$ cat src/rtl/knn_load_ctrl_if.sv
// CPU write-bus handshake into the KNN load sequencer.
// The master drives valid/wstrb and the loader answers with ready.
interface knn_load_ctrl_if;
  logic valid;
  logic wstrb;
  logic ready;

  modport master (output valid, output wstrb, input  ready);
  modport slave  (input  valid, input  wstrb, output ready);
endinterface

$ cat src/rtl/knn_load_ctrl.sv
// KNN input-path load sequencer: groups accepted CPU writes into items, pulses per item,
// and parks in FULL after a batch until the compute datapath consumes it.
module knn_load_ctrl #(
  parameter  int WORDS_PER_ITEM = 2,
  parameter  int N_ITEMS        = 8,
  localparam int WORD_W = (WORDS_PER_ITEM > 1) ? $clog2(WORDS_PER_ITEM) : 1,
  localparam int ITEM_W = (N_ITEMS > 1) ? $clog2(N_ITEMS) : 1
) (
  input  logic                clk,
  input  logic                rst,
  input  logic                enable,
  input  logic                clear,
  input  logic                consume,
  knn_load_ctrl_if.slave      bus,
  output logic [WORD_W-1:0]   word_idx,
  output logic [ITEM_W-1:0]   item_idx,
  output logic                data_loaded,
  output logic [ITEM_W-1:0]   done_idx,
  output logic                all_loaded,
  output logic                overflow
);

  typedef enum logic {S_LOAD = 1'b0, S_FULL = 1'b1} state_e;

  localparam logic [WORD_W-1:0] WORD_LAST = WORD_W'(WORDS_PER_ITEM - 1);
  localparam logic [ITEM_W-1:0] ITEM_LAST = ITEM_W'(N_ITEMS - 1);

  state_e              state_q, state_d;
  logic [WORD_W-1:0]   word_q, word_d;
  logic [ITEM_W-1:0]   item_q, item_d;
  logic                loaded_q, loaded_d;
  logic [ITEM_W-1:0]   done_q, done_d;
  logic                ovf_q, ovf_d;
  logic                wr;

  always_ff @(posedge clk) begin
    if (rst) begin
      state_q  <= S_LOAD;
      word_q   <= '0;
      item_q   <= '0;
      loaded_q <= 1'b0;
      done_q   <= '0;
      ovf_q    <= 1'b0;
    end else begin
      state_q  <= state_d;
      word_q   <= word_d;
      item_q   <= item_d;
      loaded_q <= loaded_d;
      done_q   <= done_d;
      ovf_q    <= ovf_d;
    end
  end

  // A write is any valid with a strobe; reads (valid without wstrb) never count or flag.
  assign wr = bus.valid & bus.wstrb;

  always_comb begin
    state_d  = state_q;
    word_d   = word_q;
    item_d   = item_q;
    loaded_d = 1'b0;
    done_d   = done_q;
    ovf_d    = ovf_q;
    if (clear) begin
      state_d = S_LOAD;
      word_d  = '0;
      item_d  = '0;
      done_d  = '0;
      ovf_d   = 1'b0;
    end else if (enable) begin
      unique case (state_q)
        S_LOAD: begin
          if (wr) begin
            if (word_q == WORD_LAST) begin
              word_d   = '0;
              loaded_d = 1'b1;
              done_d   = item_q;
              if (item_q == ITEM_LAST) begin
                item_d  = '0;
                state_d = S_FULL;
              end else begin
                item_d = item_q + 1'b1;
              end
            end else begin
              word_d = word_q + 1'b1;
            end
          end
        end
        S_FULL: begin
          // Writes here are dropped but remembered; consume still releases the batch.
          if (wr)      ovf_d   = 1'b1;
          if (consume) state_d = S_LOAD;
        end
        default: state_d = S_LOAD;
      endcase
    end
  end

  always_comb begin
    bus.ready   = (state_q == S_LOAD);
    all_loaded  = (state_q == S_FULL);
    data_loaded = loaded_q & enable;
    word_idx    = word_q;
    item_idx    = item_q;
    done_idx    = done_q;
    overflow    = ovf_q;
  end

endmodule

$ cat src/flat_wrapper.sv
// flat-port wrapper written by rule: the top's interface ports become plain ports
module knn_load_ctrl_flat 
#(
  parameter  int WORDS_PER_ITEM = 2,
  parameter  int N_ITEMS        = 8,
  localparam int WORD_W = (WORDS_PER_ITEM > 1) ? $clog2(WORDS_PER_ITEM) : 1,
  localparam int ITEM_W = (N_ITEMS > 1) ? $clog2(N_ITEMS) : 1
)
  (clk, rst, enable, clear, consume, word_idx, item_idx, data_loaded, done_idx, all_loaded, overflow, bus_valid, bus_wstrb, bus_ready);
  knn_load_ctrl_if bus_i ();
  input  logic clk;
  input  logic rst;
  input  logic enable;
  input  logic clear;
  input  logic consume;
  output logic [WORD_W-1:0] word_idx;
  output logic [ITEM_W-1:0] item_idx;
  output logic data_loaded;
  output logic [ITEM_W-1:0] done_idx;
  output logic all_loaded;
  output logic overflow;
  input wire logic [$bits(bus_i.valid)-1:0] bus_valid;
  input wire logic [$bits(bus_i.wstrb)-1:0] bus_wstrb;
  output wire logic [$bits(bus_i.ready)-1:0] bus_ready;
  assign bus_i.valid = bus_valid;
  assign bus_i.wstrb = bus_wstrb;
  assign bus_ready = bus_i.ready;
  knn_load_ctrl #(.WORDS_PER_ITEM(WORDS_PER_ITEM), .N_ITEMS(N_ITEMS)) u_core (.clk(clk), .rst(rst), .enable(enable), .clear(clear), .consume(consume), .bus(bus_i), .word_idx(word_idx), .item_idx(item_idx), .data_loaded(data_loaded), .done_idx(done_idx), .all_loaded(all_loaded), .overflow(overflow));
endmodule
$ cat config.mk
export PLATFORM = sky130hd
export DESIGN_NAME = knn_load_ctrl_flat
export DESIGN_NICKNAME = d
export VERILOG_FILES = /design/src/rtl/knn_load_ctrl_if.sv /design/src/rtl/knn_load_ctrl.sv /design/src/flat_wrapper.sv
export SDC_FILE = /design/constraint.sdc
export NUM_CORES = 1
export LEC_CHECK = 0
export BUFFER_PORTS_ARGS = -buffer_cell sky130_fd_sc_hd__buf_2
export CAP_MARGIN = 5
export CELL_PAD_IN_SITES_DETAIL_PLACEMENT = 1
export CELL_PAD_IN_SITES_GLOBAL_PLACEMENT = 1
export CORE_MARGIN = 1
export CORE_UTILIZATION = 28
export DETAILED_ROUTE_END_ITERATION = 8
export GPL_ROUTABILITY_DRIVEN = 0
export GPL_TIMING_DRIVEN = 0
export PLACE_DENSITY = 0.66
export SYNTH_ARGS = -nofsm -noshare
export SYNTH_HDL_FRONTEND = slang
export SYNTH_SLANG_ARGS = --single-unit
$ cat constraint.sdc
create_clock -name clk -period 1.1 [get_ports clk]
set_input_delay 0.165 -clock clk [delete_from_list [all_inputs] [get_ports clk]]
set_output_delay 0.165 -clock clk [all_outputs]
set_load 0.1 [all_outputs]
**Word level (Yosys, flattened, before mapping)**

Index checks and enable logic that the tools add are counted.

- $add $sub $neg: 2
- Reduce and logical (&&, ||, !) cells: 5
- Eq/ne operators: 1
- Mux-type cells: 8
- Bitwise logic cells: 5

Operators with widths:

| cell | number |
|---|---|
| 1-bit 2-to-1 mux | 6 |
| 3-bit AND reduction | 2 |
| 5-bit OR reduction | 1 |
| 4-bit AND reduction | 1 |
| 3-bit by 1-bit adder with 3-bit output, second input constant | 1 |
| 3-bit == test, second input constant | 1 |
| 3-bit 2-to-1 mux | 1 |
| 1-bit NOT | 3 |
| 1-bit AND | 2 |
| 1-bit case mux with 2 select lines | 1 |
| 2-bit OR reduction | 1 |
| 1-bit adder, second input constant | 1 |

- Output and inout port bits: 11
- Input port bits: 7
- Word-level logic and storage cells: 27
- Register bits: 10

**Longest topological paths before layout**

Gate-level depths: netlist of the first run.

- Depth after elaboration: 5
- Mapped depth: 5
- Mapped depth without buffers: 5

**Least setup slack after synthesis of the first run**

Ideal clock, no wire load.

- Kind: reg2out
- Start: register u_core.state_q, in the netlist u_core.all_loaded
- End: output bus_ready
- Arrival time: 1.676 ns
- Cell stages (with the launch flop): 2
- Setup slack: -0.741 ns
- Required time: 0.935 ns
- Cell sequence: dfxtp_1 -> inv_1

- Word-level cells in the longest chain between the ends: 1

RTL lines:

| element | RTL line | RTL |
|---|---|---|
| from (decl) | knn_load_ctrl.sv:28 | `state_e state_q, state_d;` |
| from (signal assigned) | knn_load_ctrl.sv:45 | `state_q <= state_d;` |
| 1-bit NOT | knn_load_ctrl.sv:100 | `bus.ready = (state_q == S_LOAD);` |
| to (decl) | flat_wrapper.sv:24 | `output wire logic [$bits(bus_i.ready)-1:0] bus_ready;` |

No other way between the ends.

**Worst setup path after layout of the first run**

- Start: register u_core.state_q, in the netlist u_core.all_loaded
- End: register u_core.done_q[1], in the netlist u_core.done_idx[1]

- Word-level cells in the longest chain between the ends: 2

RTL lines:

| element | RTL line | RTL |
|---|---|---|
| 1-bit NOT | -- |  |
| 4-bit AND reduction (no line) | -- |  |
| to (signal assigned) | knn_load_ctrl.sv:49 | `done_q <= done_d;` |
| to (decl) | knn_load_ctrl.sv:32 | `logic [ITEM_W-1:0] done_q, done_d;` |

No other way between the ends.
A chain may end at the register's enable or synchronous reset.

==> results_dict.tcl, run 1 <==
set metrics [dict create \
    routed_wl_microns 913 \
    core-area_sq_um 1380 \
    power_leakage_nw 0.299 \
    pwr_density_cell_nw_per_um2 966 \
    cts_htree_levels 1 \
    holdBufCountCts 0 \
    rsz0062_at_grt "yes" \
    ir_drop_v 0.000615 \
    clock_skew_ns 0.00647 \
    synthSimpleGateAreaFrac_pct 25.9 \
    placement.cell_area_sq_um 567 \
    rows 13 \
    antenna_found_initial 0 \
    worst_slew_pin_slew_ns 0.279 \
    synth-compound-area-share_pct 3.13 \
    ioPinCount 18 \
    io_buffer_count 17 \
    layout-drive-gt1-share_pct 57.4 \
    synth_area_per_cell_sq_um 9.55 \
    vias 389 \
    cts_sinks 10 \
    grt_pass1_vias 442 \
    cp.required_ns 1.30 \
    criticalPathCategory "reg2reg" \
    crit_arrival_ns 1.31 \
    r2r-end "u_core.done_idx[1]" \
    dr.pass1.iters 2 \
    reg2reg_from "u_core.all_loaded" \
    dieHeight_microns 41.6 \
    nFillCells 157 \
    fin_ws_ns -0.0106 \
    fin_area_sq_um 687 \
    clk_pin_slew_worst_paths_ns 0.07 \
    grt_pass1_wl_mm 1.84 \
    grt_max_degree 11 \
    synthXorXnorAreaFrac_pct 1.99 \
    numCtsBuffers 3 \
    whs_ns 0.105 \
    wl_per_cell_microns 11.0 \
    synth_fa_ha_area_share_pct 5.70 \
    layout_common_cells "nand2_1 (10), buf_4 (8), buf_2 (7)" \
    layout_commonest_cell "nand2_1" \
    p_total_w 0.000664 \
    synth.distinct_cells 16 \
    yosysWarnings 0 \
    end_kind "flop" \
    muxShareOfSynthArea_pct 13.7 \
    chipWidth_microns 41.6 \
    slew_headroom_pct 81.5 \
    initialDrtViolationCount 2 \
    route.detailed.drc 0 \
    max-cap-violations 0 \
    finalHoldViolCount 0 \
    post-place-ws_ns -0.112 \
    ant_nets 0 \
    syn_area_sq_um 439 \
    worstSetupEndpoint "u_core.done_idx[1]" \
    hold_path_class "in2reg" \
    start_kind "flop" \
    start_util_pct 31.8 \
    maxSlewViolCount 0 \
    dpl.hpwl_microns 677 \
    cts_tree "done" \
    r2r_cells 4 \
    setup_viol 4 \
    max_freq_mhz 900 \
    critPathMaxFanout 5 \
    final_util_pct 49.7 \
    final.min_clock_period_ns 1.11 \
    track_usage_pct 13.4 \
    cts-root-buf "clkbuf_4" \
    via_per_inst 4.69 \
    yosysSeqAreaShare_pct 45.6 \
    synth_top_family_by_area "simple AND/OR/NAND/NOR gates" \
    gr-total-overflow 0 \
    hold_depth 2 \
    area_delta_synth_final_pct 56.4 \
    multiInputGateArea_sq_um 240 \
    clock_latency_ns 0.27 \
    fp.dieArea_sq_um 1730 \
    synth_seq_cells 10 \
    syn_inst 46 \
    status "finished with violations" \
    violations "negative setup slack" \
    nets 78 \
    syn-num-nets 55 \
    area.sequential_sq_um 221 \
    crit_path_start "u_core.all_loaded" \
    antenna_cells 0 \
    post-route-period-util_pct 101 \
    ctsLongestPathBuffers 2 \
    timing.reg2reg.setup_slack_ns -0.01 \
]
==> metal layers <==
metal	wire length, microns	global-route usage (%)	part of all wire, %
met3	60	2.61	6.6
met1	406	17.3	44
met5	0	0	0
met4	21	7.74	2.3
met2	425	20.6	47
==> worst min-delay path by stage <==
stage | end | from | slack (ns)
after CTS | u_core.overflow | rst | 0.1
final | u_core.loaded_q | rst | 0.10
after floorplan | u_core.word_idx | rst | 0.23
after global routing | u_core.loaded_q | rst | 0.11
after global placement | u_core.overflow | rst | 0.37
after detailed placement | u_core.overflow | rst | 0.38
==> flip-flops by register name (all words and copies together), names as in the netlist <==
name               count
u_core.done_idx        3
u_core.item_idx        3
u_core.all_loaded      1
u_core.loaded_q        1
u_core.overflow        1
u_core.word_idx        1
==> timing repair <==
item / in CTS / in global routing
hold endpoints to repair: 0 / 0
endpoints found under the setup margin: 18 / 11
setup buffers: 2 / 0
gates resized for setup: 19 / 8
pin swaps: 0 / 1
==> critical path: stages, from the launching register on <==
cell	delay (ns)
dfxtp_4	0.37
nand4b_4	0.19
buf_6	0.14
nor2_4	0.15
mux2i_1	0.20
==> cells by family (layout without fill, tap and decap cells) <==
| group | Yosys count | count (layout) |
|---|---|---|
| adders and majority gates | 2 | 2 |
| xor gates and xnor gates | 1 | 1 |
| buffers and inverters | 4 | 26 |
| AOI/OAI and AO/OA | 2 | 2 |
| muxes | 6 | 6 |
| and+or+nand+nor | 21 | 21 |
| DFF | 10 | 10 |
==> power by group <==
group | internal, W | switching, W | total [W]
Sequential | 0.000354 | 0.000000506 | 0.000354
Clock | 0.000131 | 0.000126 | 0.000257
Combinational | 0.0000206 | 0.0000322 | 0.0000528
Total | 0.000505 | 0.000158 | 0.000664
==> synthesized netlist by cell type <==
cell	number	area, sq um
dfxtp_1	10	200
nand2_1	10	37.5
mux2i_1	6	60.1
nor2_1	3	11.3
nor3_1	3	15.0
buf_2	2	10.0
ha_1	2	25.0
inv_1	2	7.51
a41oi_1	1	8.76
and2_2	1	7.51
nand3_1	1	5.00
nand3b_1	1	7.51
nand4b_4	1	23.8
o21ai_0	1	5.00
or2_1	1	6.26
xnor2_1	1	8.76
==> cell type report <==
| cell class | instances | area share, % |
|---|---|---|
| Sequential cell | 10 | 32.2 |
| Multi-Input combinational cell | 32 | 35.0 |
| Inverter | 2 | 1.64 |
| Clock inverter | 1 | 0.546 |
| Clock buffer | 3 | 3.28 |
| Tap cell | 15 | 2.73 |
| Timing Repair Buffer | 19 | 23.9 |
| Buffer | 1 | 0.729 |
==> per-stage QoR <==
step	std cells	setup TNS [ns]
2_1_floorplan	46	-1.04
3_3_place_gp	78	-0.479
3_5_place_dp	78	-0.524
4_1_cts	83	-0.0925
5_1_grt	83	-0.473
6_report	83	-0.0333
Note: power is estimated with default switching activity, not from simulation.
==> run 2: changes to the inputs <==
Settings changed: PLACE_DENSITY 0.66 to not set, PLACE_DENSITY_LB_ADDON set to 0.1.
==> run 2 against run 1 <==
The flow still finishes with violations (negative setup slack); combinational power decreased by 0.9%; sequential share of layout area decreased by 1.2 points; largest cell class unchanged; register-to-register slack about the same; critical path depth decreased by 1; flip-flop and latch count unchanged; global-route usage increased by 1.2 points; via count increased by 2.3%; non-clock buffer count unchanged; first-iteration DRC count increased by 50%.
==> results_dict.tcl, run 2 (synthesis results as in run 1) <==
set metrics [dict create \
    cts-root-buf "clkbuf_4" \
    area_delta_synth_final_pct 61.5 \
    worst_slew_pin_slew_ns 0.279 \
    layout_common_cells "nand2_1 (10), buf_2 (7), buf_4 (7)" \
    ir_drop_v 0.000466 \
    core-area_sq_um 1380 \
    nets 78 \
    chipWidth_microns 41.6 \
    rsz0062_at_grt "yes" \
    clk_pin_slew_worst_paths_ns 0.07 \
    finalHoldViolCount 0 \
    fin_ws_ns -0.00898 \
    clock_skew_ns 0.0133 \
    clock_latency_ns 0.27 \
    grt_max_degree 11 \
    grt_pass1_wl_mm 1.86 \
    slew_headroom_pct 81.5 \
    antenna_found_initial 0 \
    combPwrFrac_pct 7.8 \
    numCtsBuffers 3 \
    criticalPathCategory "reg2reg" \
    cts_tree "done" \
    power_leakage_nw 0.294 \
    switching_share_pct 24.7 \
    switchingPower_w 0.000165 \
    cts_sinks 10 \
    max-cap-violations 0 \
    wl_per_cell_microns 12.6 \
    maxSlewViolCount 0 \
    io_buffer_count 17 \
    ctsLongestPathBuffers 2 \
    final_util_pct 51.3 \
    p_int_w 0.000503 \
    crit_arrival_ns 1.26 \
    grt_pass1_vias 424 \
    rows 13 \
    route.detailed.drc 0 \
    violations "negative setup slack" \
    fp.dieArea_sq_um 1730 \
    antenna_cells 0 \
    cts_htree_levels 1 \
    cp.required_ns 1.25 \
    vias 398 \
    post-route-period-util_pct 101 \
    layout_commonest_cell "nand2_1" \
    max_freq_mhz 902 \
    setup_viol 1 \
    track_usage_pct 14.6 \
    ioPinCount 18 \
    final.min_clock_period_ns 1.11 \
    initialDrtViolationCount 3 \
    dr.pass1.iters 3 \
    gr-total-overflow 0 \
    end_kind "flop" \
    start_kind "flop" \
    dieHeight_microns 41.6 \
    pwr_density_cell_nw_per_um2 941 \
    hold_path_class "in2reg" \
    start_util_pct 31.8 \
    dpl.hpwl_microns 783 \
    routed_wl_mm 1.04 \
    layout-drive-gt1-share_pct 57.4 \
    sequentialPowerShare_pct 53.0 \
    status "finished with violations" \
    fin_setup_tns_ns -0.00898 \
    critPathMaxFanout 5 \
    p_total_w 0.000667 \
    nFillCells 152 \
    p_clk_share_pct 39.1 \
    ant_nets 0 \
    via_per_inst 4.80 \
]
[run 2: changes by cell type in the layout (fill, tap and decap cells not counted)]
| cell | change |
|---|---|
| buf_12 | -1 |
| buf_4 | -1 |
| buf_6 | +2 |
| dfxtp_1 | +1 |
| dfxtp_2 | -1 |
| ha_1 | -1 |
| ha_2 | -1 |
| ha_4 | +2 |
| nor3_2 | -1 |
| nor3_4 | +1 |
[run 2: per-layer routing]
layer	GRT usage, %	wire [microns]
met1	15.2	416
met2	24.4	531
met5	0	0
met4	3.87	0
met3	9.13	94
[run 2: path summary, 6_finish.rpt]
kind	startpoint	to	slack (ns)	cells after the start
worst max register to register	u_core.all_loaded	u_core.done_idx[2]	-0.009	3
worst max-delay path	u_core.all_loaded	u_core.done_idx[2]	-0.009	3
worst min-delay path	clear	u_core.loaded_q	0.12	2
worst min register to register	u_core.done_idx[2]	u_core.done_idx[2]	0.46	2
[run 2: through the flow]
stage / hold slack [ns] / setup WS, ns / instance area (sq um) / cells
floorplan: 0.232 / -0.133 / 463 / 46
global placement: 0.376 / -0.152 / 567 / 78
detailed placement: 0.379 / -0.150 / 567 / 78
CTS: 0.0811 / -0.0131 / 677 / 83
global route: 0.106 / -0.0578 / 709 / 83
finish: 0.117 / -0.00898 / 709 / 83
[run 2: final cells by class]
| cell class | instances | area, sq um | share of cell area [%] |
|---|---|---|---|
| multi-input cells | 32 | 269 | 37.9 |
| clock inverters | 1 | 3.75 | 0.529 |
| inverters | 2 | 11.3 | 1.59 |
| flip-flops and latches | 10 | 220 | 31.0 |
| well taps | 15 | 18.8 | 2.65 |
| plain buffers | 1 | 5.00 | 0.705 |
| clock buffers | 3 | 22.5 | 3.17 |
| repair buffers | 19 | 159 | 22.4 |
[run 2: power groups by stage]
stage / combinational [W] / sequential, W / clock [W]
after floorplan: 0.0000152 / 0.000370 / 0
after global placement: 0.0000447 / 0.000362 / 0
after detailed placement: 0.0000464 / 0.000362 / 0
after CTS: 0.0000510 / 0.000354 / 0.000280
after global routing: 0.0000575 / 0.000354 / 0.000295
final: 0.0000523 / 0.000354 / 0.000261
[run 2: critical path, cell delays in order, from the launching register on]
cell and delay [ns]:
dfxtp_4 0.37, nand4b_4 0.20, or2_4 0.29, mux2i_1 0.12
[run 2: repair_timing]
item	CTS	global route
gates cloned	0	0
gates resized for setup	23	6
pin swaps	1	0
hold buffers	0	0
buffers inserted	2	0
endpoints found under the setup margin	19	11
